<file path="src/rtl/wallace_mult_if.sv">
// ---------------------------------------------------------------------------
// wallace_mult_if
// Bundles both valid/ready channels of the pipelined multiplier.
//   in_valid / in_ready     : operand handshake
//   in_a / in_b             : WIDTH-bit operands
//   in_signed               : 1 = two's complement operands, 0 = unsigned
//   in_tag                  : sideband tag travelling with the operation
//   out_valid / out_ready   : product handshake
//   out_prod                : 2*WIDTH-bit product
//   out_tag                 : tag of the operation that produced out_prod
// master: the producer/consumer around the multiplier (drives operands and
//         out_ready); slave: the multiplier itself.
// ---------------------------------------------------------------------------
interface wallace_mult_if #(
    parameter int WIDTH = 8,
    parameter int TAG_W = 4
);
    logic                 in_valid;
    logic                 in_ready;
    logic [WIDTH-1:0]     in_a;
    logic [WIDTH-1:0]     in_b;
    logic                 in_signed;
    logic [TAG_W-1:0]     in_tag;
    logic                 out_valid;
    logic                 out_ready;
    logic [2*WIDTH-1:0]   out_prod;
    logic [TAG_W-1:0]     out_tag;

    modport master (
        output in_valid, in_a, in_b, in_signed, in_tag, out_ready,
        input  in_ready, out_valid, out_prod, out_tag
    );

    modport slave (
        input  in_valid, in_a, in_b, in_signed, in_tag, out_ready,
        output in_ready, out_valid, out_prod, out_tag
    );
endinterface

</file>
<file path="src/rtl/wallace_mult_pipe.sv">
// ---------------------------------------------------------------------------
// wallace_mult_pipe
// Three-stage pipelined Wallace-tree multiplier, WIDTH x WIDTH -> 2*WIDTH,
// unsigned or two's complement selected per operation.
//   Stage 1: partial-product generation (registered)
//   Stage 2: carry-save tree reduction down to two rows (registered)
//   Stage 3: final carry-propagate add (registered, drives the output)
// Ports:
//   clk  : rising-edge clock
//   rst  : synchronous reset, active high
//   bus  : wallace_mult_if.slave (operand and product valid/ready channels)
// The whole pipe advances together whenever the output register is empty
// or being drained, so in_ready depends only on out_valid/out_ready.
// ---------------------------------------------------------------------------
module wallace_mult_pipe #(
    parameter int WIDTH = 8,
    parameter int TAG_W = 4
) (
    input  logic           clk,
    input  logic           rst,
    wallace_mult_if.slave  bus
);
    localparam int PW = 2 * WIDTH;
    // WIDTH+1 Baugh-Wooley rows plus one row carrying the correction constant
    localparam int NR = WIDTH + 2;
    // Scratch headroom so group indexing inside the tree never leaves the array
    localparam int NA = NR + 3;

    logic adv;

    logic               v1, v2, v3;
    logic [TAG_W-1:0]   t1, t2, t3;
    logic [PW-1:0]      pp_d [NR];
    logic [PW-1:0]      pp_q [NR];
    logic [PW-1:0]      sum_d, carry_d;
    logic [PW-1:0]      sum_q, carry_q;
    logic [PW-1:0]      prod_q;

    logic [WIDTH:0]     a_ext, b_ext;

    assign adv          = ~v3 | bus.out_ready;
    assign bus.in_ready = adv;

    // Operands are widened by one bit (sign-extended when signed, zero when
    // unsigned); a single (WIDTH+1)-bit signed Baugh-Wooley array then covers
    // both modes. The exact product fits in 2*WIDTH bits either way, so the
    // result modulo 2^(2*WIDTH) is the true product.
    assign a_ext = {bus.in_signed & bus.in_a[WIDTH-1], bus.in_a};
    assign b_ext = {bus.in_signed & bus.in_b[WIDTH-1], bus.in_b};

    // Baugh-Wooley partial products: terms pairing exactly one sign bit are
    // inverted, and the constant 2^(WIDTH+1) compensates (the companion
    // constant 2^(2*WIDTH+1) falls outside the product width).
    always_comb begin
        logic [PW+1:0] row;
        logic          bit_v;
        for (int i = 0; i < NR; i++) begin
            pp_d[i] = '0;
        end
        for (int i = 0; i <= WIDTH; i++) begin
            row = '0;
            for (int j = 0; j <= WIDTH; j++) begin
                bit_v = a_ext[j] & b_ext[i];
                if ((i == WIDTH) != (j == WIDTH)) begin
                    bit_v = ~bit_v;
                end
                row[i+j] = bit_v;
            end
            pp_d[i] = row[PW-1:0];
        end
        pp_d[NR-1][WIDTH+1] = 1'b1;
    end

    // Wallace reduction on whole rows: each layer feeds rows in groups of
    // three through 3:2 counters, leftover rows pass to the next layer, and
    // layers repeat until only a sum row and a carry row remain.
    function automatic logic [2*PW-1:0] reduce_rows(input logic [PW-1:0] rows_in [NR]);
        logic [PW-1:0] cur [NA];
        logic [PW-1:0] nxt [NA];
        int            cnt;
        int            ncnt;
        cur = '{default: '0};
        nxt = '{default: '0};
        for (int k = 0; k < NR; k++) begin
            cur[k] = rows_in[k];
        end
        cnt = NR;
        for (int l = 0; l < NR; l++) begin
            if (cnt > 2) begin
                nxt  = '{default: '0};
                ncnt = 0;
                for (int i = 0; i < NR; i += 3) begin
                    if (i + 2 < cnt) begin
                        nxt[ncnt]   = cur[i] ^ cur[i+1] ^ cur[i+2];
                        nxt[ncnt+1] = ((cur[i] & cur[i+1]) | (cur[i] & cur[i+2]) |
                                       (cur[i+1] & cur[i+2])) << 1;
                        ncnt += 2;
                    end else if (i < cnt) begin
                        nxt[ncnt] = cur[i];
                        ncnt += 1;
                        if (i + 1 < cnt) begin
                            nxt[ncnt] = cur[i+1];
                            ncnt += 1;
                        end
                    end
                end
                cur = nxt;
                cnt = ncnt;
            end
        end
        return {cur[0], cur[1]};
    endfunction

    assign {sum_d, carry_d} = reduce_rows(pp_q);

    // Stage registers. Data is cleared on reset so out_prod never shows X,
    // and every stage only moves when the global advance is asserted.
    always_ff @(posedge clk) begin
        if (rst) begin
            v1      <= 1'b0;
            v2      <= 1'b0;
            v3      <= 1'b0;
            t1      <= '0;
            t2      <= '0;
            t3      <= '0;
            pp_q    <= '{default: '0};
            sum_q   <= '0;
            carry_q <= '0;
            prod_q  <= '0;
        end else if (adv) begin
            v1      <= bus.in_valid;
            t1      <= bus.in_tag;
            pp_q    <= pp_d;
            v2      <= v1;
            t2      <= t1;
            sum_q   <= sum_d;
            carry_q <= carry_d;
            v3      <= v2;
            t3      <= t2;
            prod_q  <= sum_q + carry_q;
        end
    end

    assign bus.out_valid = v3;
    assign bus.out_prod  = prod_q;
    assign bus.out_tag   = t3;

endmodule

</file>
<file path="src/flat_wrapper.sv">
// flat-port wrapper written by rule: the top's interface ports become plain ports
module wallace_mult_pipe_flat 
#(
    parameter int WIDTH = 8,
    parameter int TAG_W = 4
)
  (clk, rst, bus_in_valid, bus_in_a, bus_in_b, bus_in_signed, bus_in_tag, bus_out_ready, bus_in_ready, bus_out_valid, bus_out_prod, bus_out_tag);
  wallace_mult_if #(.WIDTH(WIDTH), .TAG_W(TAG_W)) bus_i ();
  input  logic clk;
  input  logic rst;
  input wire logic [$bits(bus_i.in_valid)-1:0] bus_in_valid;
  input wire logic [$bits(bus_i.in_a)-1:0] bus_in_a;
  input wire logic [$bits(bus_i.in_b)-1:0] bus_in_b;
  input wire logic [$bits(bus_i.in_signed)-1:0] bus_in_signed;
  input wire logic [$bits(bus_i.in_tag)-1:0] bus_in_tag;
  input wire logic [$bits(bus_i.out_ready)-1:0] bus_out_ready;
  output wire logic [$bits(bus_i.in_ready)-1:0] bus_in_ready;
  output wire logic [$bits(bus_i.out_valid)-1:0] bus_out_valid;
  output wire logic [$bits(bus_i.out_prod)-1:0] bus_out_prod;
  output wire logic [$bits(bus_i.out_tag)-1:0] bus_out_tag;
  assign bus_i.in_valid = bus_in_valid;
  assign bus_i.in_a = bus_in_a;
  assign bus_i.in_b = bus_in_b;
  assign bus_i.in_signed = bus_in_signed;
  assign bus_i.in_tag = bus_in_tag;
  assign bus_i.out_ready = bus_out_ready;
  assign bus_in_ready = bus_i.in_ready;
  assign bus_out_valid = bus_i.out_valid;
  assign bus_out_prod = bus_i.out_prod;
  assign bus_out_tag = bus_i.out_tag;
  wallace_mult_pipe #(.WIDTH(WIDTH), .TAG_W(TAG_W)) u_core (.clk(clk), .rst(rst), .bus(bus_i));
endmodule
</file>
<file path="config.mk">
export PLATFORM = sky130hd
export DESIGN_NAME = wallace_mult_pipe_flat
export DESIGN_NICKNAME = d
export VERILOG_FILES = /design/src/rtl/wallace_mult_if.sv /design/src/rtl/wallace_mult_pipe.sv /design/src/flat_wrapper.sv
export SDC_FILE = /design/constraint.sdc
export NUM_CORES = 1
export LEC_CHECK = 0
export CORE_MARGIN = 10
export CORE_UTILIZATION = 35
export DETAILED_ROUTE_END_ITERATION = 7
export HOLD_SLACK_MARGIN = 0.05
export SLEW_MARGIN = 20
export SYNTH_ARGS = -nofsm -noshare
export SYNTH_HDL_FRONTEND = slang
export SYNTH_SLANG_ARGS = --single-unit
</file>
<file path="constraint.sdc">
create_clock -name clk -period 3 [get_ports clk]
set_clock_uncertainty 0.2 [all_clocks]
set_input_delay 0.45 -clock clk [delete_from_list [all_inputs] [get_ports clk]]
set_output_delay 0.45 -clock clk [all_outputs]
set_load 0.1 [all_outputs]
</file>
==> results.cfg <==
[power]
power.share.switching = 0.335
irDropWorstVdd_uv = 433
pwr-share-comb = 0.276
p_clk_frac = 0.352
internal_power_mw = 3.82
seqPwrFrac = 0.372
p_switching_mw = 1.92
power-per-cell-area_mw_per_mm2 = 698
total_power_after_layout_mw = 5.74
power.static_leakage_nw = 3.30

[logic_synthesis]
proportion_of_netlist_area_held_by_the_largest_area_contributor = 0.402
ys_dominant_reg_cell = sky130_fd_sc_hd__dfxtp_1
avgSynthCellArea_sq_um = 8.60
synth_sequential_area_ratio = 0.402
synth_area_leader_cell = sky130_fd_sc_hd__dfxtp_1
gate_count_post_synth = 799
async_s_r_ff_share_synth = 0
count_of_flip_flops_with_a_built_in_enable_after_synthesis = 0
synthTopCellsByArea = sky130_fd_sc_hd__dfxtp_1 (40%), sky130_fd_sc_hd__fa_1 (15%), sky130_fd_sc_hd__a21oi_1 (9.3%), sky130_fd_sc_hd__nand2_1 (9.1%), sky130_fd_sc_hd__ha_1 (6.2%)
postSynthRegisterBits = 138
synth.distinct_cells = 39
synthesis.yosys.warnings = 0
post_synth_instance_area_sq_mm = 0.00687
synthesis.nets = 910

[finish]
n_antenna_cell = 0
stdcell_area_sq_mm = 0.00822
number_of_standard_cells_in_the_final_layout_excluding_fillers = 1093
layout.cells.most_common = sky130_fd_sc_hd__nand2_1
share_of_layout_cells_above_drive_strength_1 = 0.150
final_core_util = 0.424
final_stage_net_count = 926
mostFrequentLayoutCells = sky130_fd_sc_hd__nand2_1 (160), sky130_fd_sc_hd__a21oi_1 (125), sky130_fd_sc_hd__dfxtp_1 (125)
areaGrowthSynthToFinish_pct = 19.7

[worst_setup_path]
startpoint_type = register
worstReg2RegStart = u_core.pp_q[120]
critical_path.startpoint = u_core.pp_q[120]
crit_path_max_fanout = 2
ff2ff_path_depth = 11
critPathRequiredTime_ps = 3140
timing.setup.critical_path_class = register to register
cp.arrival_ps = 3500
timing.critical_path.to_type = register

[die]
die_area_sq_mm = 0.0256
row_cnt = 51
start_util = 0.354
die_width_um = 160
fp.coreArea_sq_mm = 0.0194
die_height_um = 160
number_of_i_o_pins = 47

[global_route]
groute.usage.overall = 0.135
globalRoute.totalOverflow = 0
antenna_found_initial = 0
first_global_vias = 5267
wire_length_of_the_first_global_routing_pass_um = 28300
grt_start_max_net_pins = 136

[placement]
dpl_worst_slack_ps = -352
number_of_placed_instances_with_taps_included = 1059
gpl.final_weighted_congestion = 0.771
detailed_place.area_sq_mm = 0.00749
port_buffers = 46
dpl.hpwl_um = 11200

[timing]
timing.final.ws_setup_ps = -367
timing_worst_slew_pin_value_ps = 918
rsz0062_at_grt = true
final_period_minus_worst_setup_slack_ps = 3370
fin_worst_hold_slack_ps = 250
report.final.hold_viol_count = 0
max_clock_freq_mhz = 297
timing.final.max_slew_violations = 0
setup-tns-final_ps = -1660
final-setup-viol-count = 10
max-slew-margin-rel = 0.388
timing.final.crit_share = 1.12

[drt]
drt_drc_violations_left = 0
drt_pass1_iterations = 4
num_vias = 5273
post_drt_via_cell_ratio = 4.82
ant_nets = 0
detail_route.wl_per_cell_um = 15.7
detail_route.wirelength_um = 17100
drt_iter0_markers = 441

[clock_tree]
cts_inserted_buffers = 17
cts_sinks = 138
clk_pin_slew_worst_paths_ps = 60
tritoncts = built
cts-root-buf = sky130_fd_sc_hd__clkbuf_16
worst_skew_pair.late_latency_ps = 420
clk_path_buf_depth = 2
cts_htree_levels = 4

[status]
outcome = complete, but fails checks
failing_checks = negative setup slack

[run]
drv_cap = 0

[hold_path]
hold_path.class = register to register
min-delay-start = u_core.bus.out_tag[3]
holdPathStages = 2
repair_timing:
item                                   4_1_cts  5_1_grt
hold buffers                                 1        0
endpoints found under the hold margin        1        0
resized for setup                           27       21
setup buffers                                0        1
setup endpoints to repair                   14       16
pin swaps                                    9       10
worst max-delay path: stages, from the launching register on:
cell	delay, ps
sky130_fd_sc_hd__dfxtp_2	330
sky130_fd_sc_hd__inv_2	40
sky130_fd_sc_hd__fa_1	540
sky130_fd_sc_hd__inv_2	40
sky130_fd_sc_hd__fa_1	530
sky130_fd_sc_hd__inv_1	50
sky130_fd_sc_hd__fa_1	350
sky130_fd_sc_hd__inv_1	80
sky130_fd_sc_hd__fa_1	440
sky130_fd_sc_hd__fa_1	510
sky130_fd_sc_hd__nand2_1	50
sky130_fd_sc_hd__a21oi_1	120
state kept, by name, summed over array words and instances, names as in the netlist:
register and flops:
u_core.t2 4, u_core.v1 1, u_core.bus.out_prod 16, u_core.sum_q 16, u_core.t1 4, u_core.bus.out_valid 1, u_core.pp_q 81, u_core.bus.out_tag 4
u_core.v2 1, u_core.carry_q 10
synth_stat cells (all sizes together) (4+ instances only):
| library cell | instances |
|---|---|
| nand2 | 167 |
| dfxtp | 138 |
| a21oi | 128 |
| inv | 75 |
| nand3 | 66 |
| fa | 52 |
| ha | 34 |
| buf | 33 |
| clkbuf | 29 |
| o21ai | 16 |
| nor2 | 14 |
| a211oi | 5 |
| nor4b | 4 |
| xnor2 | 4 |
cell families after synthesis:
kind of cell,synth area share
AOI/OAI and AO/OA,0.133
xor gates and xnor gates,0.00638
adders and majority gates,0.214
buffers and inverters,0.0778
DFF,0.402
muxes,0.00146
and+or+nand+nor,0.166
per-layer routing:
metal,vias up,track usage,wire [um]
met4,0,0.0480,255
met2,100,0.217,8260
met1,2519,0.177,7730
met5,-,0,0
li1,2638,-,-
met3,16,0.0272,892
area by class of cell:
cell class	instances	area, sq um
fillers	1998	11200
clock inverters	12	126
multi-input cells	524	3740
flip-flops and latches	138	2780
clock buffers	20	437
repair buffers	59	528
inverters	75	284
well taps	265	332
worst paths after layout:
kind         slack (ps)                     to
max                -370        u_core.sum_q[9]
max reg2reg        -370        u_core.sum_q[9]
min reg2reg         250  u_core.bus.out_tag[3]
min                 250  u_core.bus.out_tag[3]
power groups by stage:
stage,clock [mW],combinational (mW),sequential [mW]
2_1_floorplan,0,0.773,2.46
3_3_place_gp,0,1.45,2.17
3_5_place_dp,0,1.46,2.18
4_1_cts,2.06,1.57,2.14
5_1_grt,2.15,1.77,2.16
6_report,2.02,1.58,2.14
Power figures use the tool's default switching activity.
